[config.mk]
export PLATFORM = sky130hd
export DESIGN_NAME = mem_port_arbiter_flat
export DESIGN_NICKNAME = d
export VERILOG_FILES = /design/src/rtl/mem_port_arbiter_pkg.sv /design/src/rtl/mem_port_arbiter_if.sv /design/src/rtl/mem_port_arbiter_mux.sv /design/src/rtl/mem_port_arbiter.sv /design/src/flat_wrapper.sv
export SDC_FILE = /design/constraint.sdc
export NUM_CORES = 1
export LEC_CHECK = 0
export CAP_MARGIN = 10
export CELL_PAD_IN_SITES_DETAIL_PLACEMENT = 0
export CELL_PAD_IN_SITES_GLOBAL_PLACEMENT = 1
export CORE_MARGIN = 2
export CORE_UTILIZATION = 26
export CTS_CLUSTER_DIAMETER = 30
export DETAILED_ROUTE_END_ITERATION = 16
export PLACE_DENSITY_LB_ADDON = 0.2
export SETUP_SLACK_MARGIN = 0.02
export SYNTH_ARGS = -nofsm -noshare
export SYNTH_HDL_FRONTEND = slang
export SYNTH_SLANG_ARGS = --single-unit
[constraint.sdc]
create_clock -name clk -period 2.2 [get_ports clk]
set_input_delay 0.66 -clock clk [delete_from_list [all_inputs] [get_ports clk]]
set_output_delay 0.66 -clock clk [all_outputs]
set_load 0.02 [all_outputs]
[src/rtl/mem_port_arbiter_pkg.sv]
// Shared types and constants for the unified-memory port arbiter.
package mem_port_arbiter_pkg;

  localparam int unsigned ADDR_W = 16;
  localparam int unsigned DATA_W = 16;

  typedef enum logic [1:0] {
    ST_IDLE  = 2'b00,
    ST_ISSUE = 2'b01,
    ST_WAIT  = 2'b10
  } state_t;

  localparam logic OWNER_IF = 1'b0;
  localparam logic OWNER_DM = 1'b1;

endpackage

[src/rtl/mem_port_arbiter_if.sv]
// Requester/memory bundle for the port arbiter; slave = arbiter side.
interface mem_port_arbiter_if;
  import mem_port_arbiter_pkg::*;

  logic              if_req;
  logic [ADDR_W-1:0] if_addr;
  logic              dm_req;
  logic              dm_wr;
  logic [ADDR_W-1:0] dm_addr;
  logic [DATA_W-1:0] dm_wdata;
  logic              mem_done;
  logic [DATA_W-1:0] mem_rdata;
  logic              mem_en;
  logic              mem_wr;
  logic [ADDR_W-1:0] mem_addr;
  logic [DATA_W-1:0] mem_wdata;
  logic              addr_sel;
  logic              if_valid;
  logic [DATA_W-1:0] if_rdata;
  logic              dm_valid;
  logic [DATA_W-1:0] dm_rdata;
  logic              if_stall;
  logic              dm_stall;

  modport master (
    output if_req, if_addr, dm_req, dm_wr, dm_addr, dm_wdata, mem_done, mem_rdata,
    input  mem_en, mem_wr, mem_addr, mem_wdata, addr_sel, if_valid, if_rdata,
           dm_valid, dm_rdata, if_stall, dm_stall
  );

  modport slave (
    input  if_req, if_addr, dm_req, dm_wr, dm_addr, dm_wdata, mem_done, mem_rdata,
    output mem_en, mem_wr, mem_addr, mem_wdata, addr_sel, if_valid, if_rdata,
           dm_valid, dm_rdata, if_stall, dm_stall
  );

endinterface

[src/rtl/mem_port_arbiter_mux.sv]
// 16-bit 2:1 address mux (Bits16_Mux2_1): a when sel = 0, b when sel = 1.
module mem_port_arbiter_mux
  import mem_port_arbiter_pkg::*;
(
  input  logic [ADDR_W-1:0] a,
  input  logic [ADDR_W-1:0] b,
  input  logic              sel,
  output logic [ADDR_W-1:0] y
);

  assign y = sel ? b : a;

endmodule

[src/rtl/mem_port_arbiter.sv]
// Arbitrates the single-ported unified memory between instruction fetch and data memory.
module mem_port_arbiter
  import mem_port_arbiter_pkg::*;
#(
  parameter int unsigned STARVE_LIMIT = 4,
  parameter int unsigned CNT_W        = 3
) (
  input logic              clk,
  input logic              rst,
  mem_port_arbiter_if.slave bus
);

  state_t            state;
  logic [CNT_W-1:0]  starve_cnt;
  logic              mem_en;
  logic              mem_wr;
  logic [ADDR_W-1:0] mem_addr;
  logic [DATA_W-1:0] mem_wdata;
  logic              addr_sel;

  logic              starved_c;
  logic              grant_c;
  logic              owner_c;
  logic              done_c;
  logic [ADDR_W-1:0] addr_mux_c;

  // DM normally wins a tie; IF wins once DM has taken STARVE_LIMIT grants in a row.
  assign starved_c = (starve_cnt == CNT_W'(STARVE_LIMIT));
  assign grant_c   = (state == ST_IDLE) & (bus.if_req | bus.dm_req);
  assign owner_c   = (bus.dm_req & ~(bus.if_req & starved_c)) ? OWNER_DM : OWNER_IF;

  mem_port_arbiter_mux u_addr_mux (
    .a   (bus.if_addr),
    .b   (bus.dm_addr),
    .sel (owner_c),
    .y   (addr_mux_c)
  );

  // Transaction FSM: grant and latch in IDLE, strobe in ISSUE, hold until mem_done.
  always_ff @(posedge clk or posedge rst) begin
    if (rst) begin
      state     <= ST_IDLE;
      mem_en    <= 1'b0;
      mem_wr    <= 1'b0;
      mem_addr  <= '0;
      mem_wdata <= '0;
      addr_sel  <= OWNER_IF;
    end else begin
      mem_en <= 1'b0;
      case (state)
        ST_IDLE: begin
          if (grant_c) begin
            state     <= ST_ISSUE;
            mem_en    <= 1'b1;
            addr_sel  <= owner_c;
            mem_addr  <= addr_mux_c;
            mem_wdata <= bus.dm_wdata;
            mem_wr    <= bus.dm_wr & (owner_c == OWNER_DM);
          end
        end
        ST_ISSUE: state <= bus.mem_done ? ST_IDLE : ST_WAIT;
        ST_WAIT:  if (bus.mem_done) state <= ST_IDLE;
        default:  state <= ST_IDLE;
      endcase
    end
  end

  // Counts DM grants taken while IF is waiting; any IF grant or idle IF clears it.
  always_ff @(posedge clk or posedge rst) begin
    if (rst) begin
      starve_cnt <= '0;
    end else if (!bus.if_req || (grant_c && owner_c == OWNER_IF)) begin
      starve_cnt <= '0;
    end else if (grant_c && !starved_c) begin
      starve_cnt <= starve_cnt + CNT_W'(1);
    end
  end

  // Completion only counts while a transaction is owned; stray mem_done in IDLE is dropped.
  assign done_c = ((state == ST_ISSUE) | (state == ST_WAIT)) & bus.mem_done;

  assign bus.mem_en    = mem_en;
  assign bus.mem_wr    = mem_wr;
  assign bus.mem_addr  = mem_addr;
  assign bus.mem_wdata = mem_wdata;
  assign bus.addr_sel  = addr_sel;
  assign bus.if_valid  = done_c & (addr_sel == OWNER_IF);
  assign bus.dm_valid  = done_c & (addr_sel == OWNER_DM);
  assign bus.if_rdata  = bus.mem_rdata;
  assign bus.dm_rdata  = bus.mem_rdata;
  assign bus.if_stall  = bus.if_req & ~bus.if_valid;
  assign bus.dm_stall  = bus.dm_req & ~bus.dm_valid;

endmodule
[src/flat_wrapper.sv]
// flat-port wrapper written by rule: the top's interface ports become plain ports
module mem_port_arbiter_flat import mem_port_arbiter_pkg::*;
#(
  parameter int unsigned STARVE_LIMIT = 4,
  parameter int unsigned CNT_W        = 3
)
  (clk, rst, bus_if_req, bus_if_addr, bus_dm_req, bus_dm_wr, bus_dm_addr, bus_dm_wdata, bus_mem_done, bus_mem_rdata, bus_mem_en, bus_mem_wr, bus_mem_addr, bus_mem_wdata, bus_addr_sel, bus_if_valid, bus_if_rdata, bus_dm_valid, bus_dm_rdata, bus_if_stall, bus_dm_stall);
  mem_port_arbiter_if bus_i ();
  input logic clk;
  input logic rst;
  input wire logic [$bits(bus_i.if_req)-1:0] bus_if_req;
  input wire logic [$bits(bus_i.if_addr)-1:0] bus_if_addr;
  input wire logic [$bits(bus_i.dm_req)-1:0] bus_dm_req;
  input wire logic [$bits(bus_i.dm_wr)-1:0] bus_dm_wr;
  input wire logic [$bits(bus_i.dm_addr)-1:0] bus_dm_addr;
  input wire logic [$bits(bus_i.dm_wdata)-1:0] bus_dm_wdata;
  input wire logic [$bits(bus_i.mem_done)-1:0] bus_mem_done;
  input wire logic [$bits(bus_i.mem_rdata)-1:0] bus_mem_rdata;
  output wire logic [$bits(bus_i.mem_en)-1:0] bus_mem_en;
  output wire logic [$bits(bus_i.mem_wr)-1:0] bus_mem_wr;
  output wire logic [$bits(bus_i.mem_addr)-1:0] bus_mem_addr;
  output wire logic [$bits(bus_i.mem_wdata)-1:0] bus_mem_wdata;
  output wire logic [$bits(bus_i.addr_sel)-1:0] bus_addr_sel;
  output wire logic [$bits(bus_i.if_valid)-1:0] bus_if_valid;
  output wire logic [$bits(bus_i.if_rdata)-1:0] bus_if_rdata;
  output wire logic [$bits(bus_i.dm_valid)-1:0] bus_dm_valid;
  output wire logic [$bits(bus_i.dm_rdata)-1:0] bus_dm_rdata;
  output wire logic [$bits(bus_i.if_stall)-1:0] bus_if_stall;
  output wire logic [$bits(bus_i.dm_stall)-1:0] bus_dm_stall;
  assign bus_i.if_req = bus_if_req;
  assign bus_i.if_addr = bus_if_addr;
  assign bus_i.dm_req = bus_dm_req;
  assign bus_i.dm_wr = bus_dm_wr;
  assign bus_i.dm_addr = bus_dm_addr;
  assign bus_i.dm_wdata = bus_dm_wdata;
  assign bus_i.mem_done = bus_mem_done;
  assign bus_i.mem_rdata = bus_mem_rdata;
  assign bus_mem_en = bus_i.mem_en;
  assign bus_mem_wr = bus_i.mem_wr;
  assign bus_mem_addr = bus_i.mem_addr;
  assign bus_mem_wdata = bus_i.mem_wdata;
  assign bus_addr_sel = bus_i.addr_sel;
  assign bus_if_valid = bus_i.if_valid;
  assign bus_if_rdata = bus_i.if_rdata;
  assign bus_dm_valid = bus_i.dm_valid;
  assign bus_dm_rdata = bus_i.dm_rdata;
  assign bus_if_stall = bus_i.if_stall;
  assign bus_dm_stall = bus_i.dm_stall;
  mem_port_arbiter #(.STARVE_LIMIT(STARVE_LIMIT), .CNT_W(CNT_W)) u_core (.clk(clk), .rst(rst), .bus(bus_i));
endmodule
==> results_dict.tcl, run 1 <==
set metrics [dict create \
    cts.sinks 40 \
    grt_start_max_net_pins 41 \
    final_clock_period_utilization_by_the_worst_path 0.952 \
    grt_setup_unrepaired "no" \
    die_h_um 92.6 \
    outcome "completed" \
    clkLatencyLatePin_ps 290 \
    grtUsageTotal 0.121 \
    globalRoute.totalOverflow 0 \
    fp.dieW_um 92.6 \
    layout-drive-gt1-share 0.187 \
    place_area_sq_um 2910 \
    max_freq_mhz 477 \
    cts.path.max_buffers 2 \
    worstHoldPathType "reg -> reg" \
    max-vdd-ir-drop_v 0.000586 \
    synth_enable_flop_cells 0 \
    layout_common_cells "87 x clkdlybuf4s50_1, 40 x dfrtp_1, 17 x mux2_2" \
    end_kind "primary output" \
    final_core_util 0.392 \
    report.power.total_mw 4.01 \
    initial_utilization 0.267 \
    remaining_antenna_violation_count 0 \
    proportion_of_synthesized_chip_area_in_sequential_cells 0.490 \
    drt_drc_violations_left 0 \
    total_of_endpoints_with_negative_setup_slack_in_the_final_report 0 \
    drt-wirelength-per-cell_um 14.1 \
    syn-instance-count 167 \
    viasPerCell 4.25 \
    mostFrequentLayoutCell "clkdlybuf4s50_1" \
    critical_path_peak_fanout 2 \
    p_leak_nw 1.26 \
    max_slew_margin 0.667 \
    timing.final.max_slew_violations 0 \
    worst_clock_skew_ps 7.33 \
    tritoncts "done" \
    met3RoutedLength_um 393 \
    core_region_area_sq_um 7650 \
    flow.area_growth_from_synthesis_pct 46.8 \
    timing.critical_path.from "u_core.state[0]$_DFFE_PP0P_" \
    worstReg2RegStart "u_core.state[0]$_DFFE_PP0P_" \
    postSynth.topFlopCell "dfrtp_1" \
    post_synthesis_net_count 243 \
    hold_start "u_core.bus.mem_wdata[11]$_DFFE_PP0P_" \
    ys_ff_latch 40 \
    hpwlAfterDp_mm 3.54 \
    final_nets 316 \
    critPathRequiredTime_ps 1540 \
    crit_type "reg -> out" \
    route.vias.total 1459 \
    antenna_found_initial 0 \
    powerDensity_nw_per_um2 1340 \
    floorplan.io_pins 141 \
    finalWeightedCongestion 0.687 \
    worstSetupStartpointType "register" \
    antenna-diode-count 0 \
    netlist_top_cells_area "dfrtp_1 49%, buf_4 13%, mux2_2 9.4%, a221o_1 7.8%, and2_0 4.9%" \
    critical_path.max_stage_delay_ps 350 \
    global_route_wire_length_before_repair_mm 8.12 \
    synth_cell_type_count 28 \
    path_cells "inv_1 > ha_1 > and3_1 > nor2b_1 > buf_2" \
    top_layer "met4" \
    cts-buffers-inserted 5 \
    period_minus_slack_ps 2090 \
    detail_route.wirelength.met1_mm 1.96 \
    mean_area_per_synthesized_cell_sq_um 12.2 \
    async_flop_share 1.00 \
    yosys_warnings 0 \
    cts.clk_slew.worst_paths_ps 80 \
    cts-root-buf "clkbuf_8" \
    synth.largest_area_cell "dfrtp_1" \
    buffer_ports.inserted 92 \
    met2RoutedLength_mm 2.33 \
    grt_pass1_vias 1604 \
    crit_arrival_ps 1430 \
    design_area_sq_um 3000 \
    cts.hold.buffers_added 0 \
    synthesis.area_sq_um 2040 \
    drt_iter0_markers 43 \
    max_cap_violations 0 \
    route.final.wire_length_mm 4.83 \
    rows 32 \
    die_area_sq_um 8570 \
    drt_pass1_iterations 4 \
    synth.top_cell.area_share 0.490 \
    report.final.hold_viol_count 0 \
    timing_worst_slew_pin_value_ps 499 \
    cp_slowest_cell "dfrtp_1" \
    ctsHtreeMaxLevel 2 \
]
[sequential cells by signal, indices dropped and copies added, names as in the netlist]
name and cells:
u_core.bus.mem_addr 16, u_core.bus.mem_wdata 16, u_core.starve_cnt 3, u_core.state 2, u_core.bus.addr_sel 1, u_core.bus.mem_en 1, u_core.bus.mem_wr 1
[cells by family after synthesis]
| kind of cell | after synthesis | synth area share |
|---|---|---|
| buffers and inverters | 44 | 0.155 |
| flip-flops | 40 | 0.490 |
| AND/OR/NAND/NOR | 33 | 0.0963 |
| AO/OA/AOI/OAI | 26 | 0.123 |
| multiplexers | 18 | 0.0987 |
| adder cells (fa/ha/maj) | 6 | 0.0368 |
[layout make-up]
cell class	instances	area, sq um
clock buffers	7	86.3
clock inverters	1	7.51
fillers	749	4650
inverters	6	22.5
multi-input cells	83	733
flip-flops and latches	40	1000
well taps	102	128
repair buffers	104	1020
[cell usage after synthesis (all sizes together), types with 2 or more instances]
cell type	number
nor2	3
o21a	2
nand2b	2
and2	16
nand2	4
nor2b	3
mux2	17
a21boi	2
buf	38
inv	6
dfrtp	40
a221o	16
nor3b	2
a21oi	2
ha	6
[where the power goes]
part           leakage [nW]  switching, mW  internal, mW  total (mW)
Sequential            0.488          0.173          1.08        1.26
Combinational         0.725           1.04          1.20        2.24
Clock                0.0445          0.254         0.255       0.509
Total                  1.26           1.47          2.54        4.01
[timing repair]
action,CTS,global route
setup buffers,0,0
resized for setup,17,2
setup endpoints to repair,4,6
[routing by layer]
| layer | GRT usage | vias to the layer above |
|---|---|---|
| met5 | 0 | - |
| met4 | 0.0547 | 0 |
| met3 | 0.0407 | 25 |
| met2 | 0.201 | 57 |
| met1 | 0.140 | 685 |
| li1 | - | 692 |
[worst max-delay path: cells and delay by family (launching register included)]
kind	cells	cell delay, ps
buffers and inverters	2	220
adder cells (fa/ha/maj)	1	300
AND/OR/NAND/NOR	2	280
flip-flops	1	350
[metrics by stage]
step,std cells,setup slack (ps),hold WS [ps],TNS [ps]
floorplan,167,249,510,0
global placement,335,-421,487,-4970
detailed placement,335,-450,493,-4550
CTS,343,5.27,511,0
global route,343,23.1,525,0
finish,343,105,509,0
[path summary, 6_finish.rpt]
check                                                        to  slack, ps  cells past startpoint
hold reg to reg            u_core.bus.mem_wdata[11]$_DFFE_PP0P_        510                      1
setup / recovery                                   bus_dm_stall        110                      5
hold / removal             u_core.bus.mem_wdata[11]$_DFFE_PP0P_        510                      1
min in group asynchronous    u_core.bus.mem_addr[1]$_DFFE_PP0P_        710                      3
max in group asynchronous    u_core.bus.mem_addr[5]$_DFFE_PP0P_       1280                      3
setup reg to reg             u_core.bus.mem_addr[4]$_DFFE_PP0P_        520                      5
Power figures use the tool's default switching activity.
==> run 2: changes to the inputs <==
- CORE_MARGIN: 2 -> 5
- PLACE_DENSITY: default -> 0.83
- PLACE_DENSITY_LB_ADDON: 0.2 -> default
==> run 2 against run 1 <==
Against the previous run:
- sequential power is essentially flat
- first-iteration DRC count grew 53%
- non-clock buffer count shrank 2
- largest cell class unchanged
- critical path type unchanged
- sequential cell count is the same
- global-route usage shrank 1.2 points
- sequential share of layout area shrank 0.25 points
- clock skew shrank 2.0 ps
- clock power grew 19%
==> results_dict.tcl, run 2 (synthesis results as in run 1) <==
set metrics [dict create \
    flow.area_growth_from_synthesis_pct 47.9 \
    top_regs "u_core.bus.mem_addr (16), u_core.bus.mem_wdata (16), u_core.starve_cnt (3)" \
    final_clock_period_utilization_by_the_worst_path 0.950 \
    clkLatencyLatePin_ps 290 \
    die_h_um 98.6 \
    end_kind "primary output" \
    cts.sinks 40 \
    final_nets 314 \
    powerDensity_nw_per_um2 1370 \
    drt_pass1_iterations 4 \
    cp_top_family "flip-flops" \
    crit_type "reg -> out" \
    layout-drive-gt1-share 0.184 \
    p_leak_nw 1.25 \
    crit_buf_inv 2 \
    grt_pass1_vias 1689 \
    core_region_area_sq_um 7690 \
    remaining_antenna_violation_count 0 \
    grt_start_max_net_pins 41 \
    max_freq_mhz 478 \
    antenna-diode-count 0 \
    globalRoute.totalOverflow 0 \
    worstHoldPathType "reg -> reg" \
    period_minus_slack_ps 2090 \
    grtUsageTotal 0.109 \
    place_worst_setup_slack_ps -452 \
    cts.clk_slew.worst_paths_ps 80 \
    max_slew_margin 0.636 \
    max-vdd-ir-drop_v 0.000650 \
    viasPerCell 4.38 \
    critical_path.max_stage_delay_ps 350 \
    crit_arrival_ps 1430 \
    grt_setup_unrepaired "yes" \
    tritoncts "done" \
    buffer_ports.inserted 92 \
    die_area_sq_um 9720 \
    worstSetupStartpointType "register" \
    ctsHtreeMaxLevel 2 \
    fp.dieW_um 98.6 \
    critPathRequiredTime_ps 1540 \
    path_cells "inv_1 > ha_1 > and3_1 > nor2b_1 > buf_4" \
    route.final.wire_length_mm 5.18 \
    mostFrequentLayoutCell "clkdlybuf4s50_1" \
    drt-wirelength-per-cell_um 15.2 \
    total_of_endpoints_with_negative_setup_slack_in_the_final_report 0 \
    max_cap_violations 0 \
    outcome "completed" \
    floorplan.io_pins 141 \
    global_route_wire_length_before_repair_mm 8.53 \
    rows 32 \
    cts-buffers-inserted 5 \
    route.vias.total 1493 \
    final_core_util 0.393 \
    cp_slowest_cell "dfrtp_1" \
    cts.path.max_buffers 2 \
    hpwlAfterDp_mm 3.75 \
    drt_iter0_markers 66 \
    worst_clock_skew_ps 5.38 \
    initial_utilization 0.265 \
    drt_drc_violations_left 0 \
    antenna_found_initial 0 \
    timing_worst_slew_pin_value_ps 545 \
    cts-root-buf "clkbuf_8" \
    timing.final.max_slew_violations 0 \
    layout_common_cells "87 x clkdlybuf4s50_1, 40 x dfrtp_1, 17 x mux2_2" \
    report.power.total_mw 4.13 \
    report.final.hold_viol_count 0 \
    finalWeightedCongestion 0.712 \
    critical_path_peak_fanout 2 \
    setup_slack_ps 110 \
]
-- run 2: layout make-up --
class / instances / area, sq um
fill: 762 / 4670
timing repair buffer: 102 / 1020
sequential: 40 / 1000
multi-input combinational: 83 / 733
tap: 102 / 128
clock buffer: 5 / 68.8
clock inverter: 3 / 42.5
inverter: 6 / 22.5
-- run 2: path summary, 6_finish.rpt --
path                                                          start                                   to  slack [ps]  cells past startpoint
worst max-delay path                    u_core.state[0]$_DFFE_PP0P_                         bus_dm_stall         110                      5
worst min register to register  u_core.bus.mem_wdata[1]$_DFFE_PP0P_  u_core.bus.mem_wdata[1]$_DFFE_PP0P_         510                      1
max in group asynchronous                                       rst  u_core.bus.mem_addr[13]$_DFFE_PP0P_        1280                      3
min in group asynchronous                                       rst  u_core.bus.mem_wdata[9]$_DFFE_PP0P_         730                      3
worst min-delay path            u_core.bus.mem_wdata[1]$_DFFE_PP0P_  u_core.bus.mem_wdata[1]$_DFFE_PP0P_         510                      1
worst max register to register          u_core.state[0]$_DFFE_PP0P_  u_core.bus.mem_addr[15]$_DFFE_PP0P_         470                      5
-- run 2: worst reg2reg max path: cells and delay by family (launching register included) --
family / cells / cell delay, ps
and+or+nand+nor: 1 / 150
adders and majority gates: 1 / 350
DFF: 1 / 380
AOI/OAI and AO/OA: 2 / 710
buffers and inverters: 1 / 80
-- run 2: stage by stage --
stage               hold slack [ps]  cell area, sq um  setup TNS (ps)  instances
detailed placement              494              2900           -5160        332
global route                    537              3020               0        341
CTS                             513              3000               0        340
finish                          510              3020               0        341
floorplan                       510              2040               0        167
global placement                487              2900           -4890        332
-- run 2: per-layer routing --
metal	global-route usage	share of wire	vias to the layer above
met2	0.173	0.46	68
met4	0.0420	0.019	0
met3	0.0573	0.11	15
met1	0.124	0.41	716
met5	0	0	-
li1	-	-	694
-- run 2: where the power goes --
part / leakage, nW / internal [mW] / total, mW / switching (mW)
Combinational: 0.711 / 1.21 / 2.27 / 1.06
Sequential: 0.488 / 1.08 / 1.25 / 0.172
Clock: 0.0541 / 0.336 / 0.605 / 0.269
Total: 1.25 / 2.63 / 4.13 / 1.50
-- run 2: repair_timing --
action / CTS / global route
buffers inserted: 0 / 1
resized for setup: 18 / 2
setup endpoints to repair: 4 / 9
hold buffers: 0 / 0
endpoints found under the hold margin: 0 / 0
pin swaps: 1 / 0
==> run 3: changes to the inputs <==
- CTS_BUF_LIST: default -> sky130_fd_sc_hd__clkbuf_16
- GPL_TIMING_DRIVEN: default -> 0
==> run 3 against run 2 <==
Against the previous run:
- utilization grew 6.7 points
- sequential cell count is the same
- largest cell class unchanged
- largest power group unchanged
- worst setup slack gained 23 ps
- register-to-register slack gained 60 ps
- clock power grew 15%
- wire length grew 12%
- highest routed layer unchanged
- global-route usage grew 0.92 points
==> results_dict.tcl, run 3 (synthesis results as in run 1) <==
set metrics [dict create \
    worstHoldPathType "reg -> reg" \
    crit_arrival_ps 1410 \
    outcome "completed" \
    clkLatencyLatePin_ps 280 \
    initial_utilization 0.265 \
    report.power.total_mw 4.33 \
    cts.clk_slew.worst_paths_ps 60 \
    p_leak_nw 1.52 \
    finalWeightedCongestion 0.700 \
    viasPerCell 4.28 \
    core_region_area_sq_um 7690 \
    timing.final.max_slew_violations 0 \
    grt_pass1_vias 1914 \
    buffer_ports.inserted 123 \
    timing_worst_slew_pin_value_ps 845 \
    drt_drc_violations_left 0 \
    antenna_found_initial 0 \
    max_slew_margin 0.436 \
    grt_setup_unrepaired "no" \
    end_kind "primary output" \
    grtUsageTotal 0.118 \
    die_h_um 98.6 \
    cp_slowest_cell "dfrtp_1" \
    remaining_antenna_violation_count 0 \
    layout-drive-gt1-share 0.248 \
    powerDensity_nw_per_um2 1230 \
    fp.dieW_um 98.6 \
    place_area_sq_um 3400 \
    route.vias.total 1710 \
    route.final.wire_length_mm 5.79 \
    final_nets 373 \
    top_regs "u_core.bus.mem_addr (16), u_core.bus.mem_wdata (16), u_core.starve_cnt (3)" \
    period_minus_slack_ps 2070 \
    ff2ff_setup_slack_ps 530 \
    tritoncts "done" \
    final_core_util 0.459 \
    floorplan.io_pins 141 \
    flow.area_growth_from_synthesis_pct 73.0 \
    report.final.hold_viol_count 0 \
    fillCellCount 753 \
    final_clock_period_utilization_by_the_worst_path 0.940 \
    layout_common_cells "117 x clkdlybuf4s50_1, 40 x dfrtp_1, 35 x buf_4" \
    max_cap_violations 0 \
    total_of_endpoints_with_negative_setup_slack_in_the_final_report 0 \
    worstSetupStartpointType "register" \
    critical_path_peak_fanout 3 \
    critical_path.max_stage_delay_ps 400 \
    cts-root-buf "clkbuf_16" \
    mostFrequentLayoutCell "clkdlybuf4s50_1" \
    global_route_wire_length_before_repair_mm 9.25 \
    cts.sinks 40 \
    path_cells "inv_2 > ha_4 > and3_1 > nor2b_1 > buf_4" \
    postCtsSetupRepairBufs 0 \
    design_area_sq_um 3530 \
    drt_pass1_iterations 4 \
    totalNegativeSetupSlack_ps 0 \
    critPathRequiredTime_ps 1540 \
    crit_type "reg -> out" \
    grt_start_max_net_pins 41 \
    antenna-diode-count 0 \
    rows 32 \
    ctsHtreeMaxLevel 2 \
    die_area_sq_um 9720 \
    globalRoute.totalOverflow 0 \
    cts.path.max_buffers 2 \
    drt-wirelength-per-cell_um 14.5 \
    max-vdd-ir-drop_v 0.000678 \
    max_freq_mhz 484 \
    drt_iter0_markers 66 \
    hpwlAfterDp_mm 4.48 \
    cts-buffers-inserted 5 \
    worst_clock_skew_ps 4.09 \
]
-- run 3: power breakdown --
| group | total, mW | switching, mW | internal (mW) |
|---|---|---|---|
| registers | 1.26 | 0.172 | 1.09 |
| logic | 2.37 | 1.11 | 1.26 |
| clock network | 0.696 | 0.284 | 0.412 |
| total | 4.33 | 1.57 | 2.76 |
-- run 3: worst max-delay path, delay by kind of cell, from the launching register on --
| kind | cells | cell delay (ps) |
|---|---|---|
| flip-flops | 1 | 400 |
| buffers and inverters | 2 | 260 |
| AND/OR/NAND/NOR | 2 | 270 |
| adder cells (fa/ha/maj) | 1 | 210 |
-- run 3: final timing paths --
path | start | end | cells after the start
setup reg to reg | u_core.starve_cnt[0]$_DFFE_PP0P_ | u_core.bus.mem_addr[11]$_DFFE_PP0P_ | 6
max in group asynchronous | rst | u_core.bus.mem_addr[15]$_DFFE_PP0P_ | 2
hold reg to reg | u_core.bus.mem_wdata[15]$_DFFE_PP0P_ | u_core.bus.mem_wdata[15]$_DFFE_PP0P_ | 1
min in group asynchronous | rst | u_core.bus.mem_wdata[2]$_DFFE_PP0P_ | 2
hold / removal | u_core.bus.mem_wdata[15]$_DFFE_PP0P_ | u_core.bus.mem_wdata[15]$_DFFE_PP0P_ | 1
setup / recovery | u_core.state[0]$_DFFE_PP0P_ | bus_dm_stall | 5
-- run 3: repair_timing --
action,in CTS,in global routing
endpoints found under the hold margin,0,0
gates resized for setup,18,4
endpoints found under the setup margin,4,1
pin swaps,0,0
hold buffers,0,0
-- run 3: layer usage --
metal | track usage | vias to the layer above | share of wire
met5 | 0 | - | 0
met3 | 0.0679 | 4 | 0.14
met2 | 0.189 | 107 | 0.46
met4 | 0.0315 | 0 | 0.0069
li1 | - | 808 | -
met1 | 0.136 | 791 | 0.40
-- run 3: layout make-up --
type                            count  area, sq um  share of cell area
Inverter                            6         22.5             0.00638
Multi-Input combinational cell     83          736               0.208
Clock buffer                        5          125              0.0354
Clock inverter                      3         13.8             0.00390
Sequential cell                    40         1000               0.283
Tap cell                          102          128              0.0361
Buffer                             38          294              0.0833
Timing Repair Buffer              123         1210               0.343
-- run 3: stage by stage --
| step | hold slack, ps | setup slack [ps] | std cells |
|---|---|---|---|
| floorplan | 510 | 249 | 167 |
| global placement | 486 | -550 | 392 |
| detailed placement | 497 | -553 | 392 |
| CTS | 510 | 55.5 | 400 |
| global route | 519 | 43.0 | 400 |
| finish | 505 | 133 | 400 |
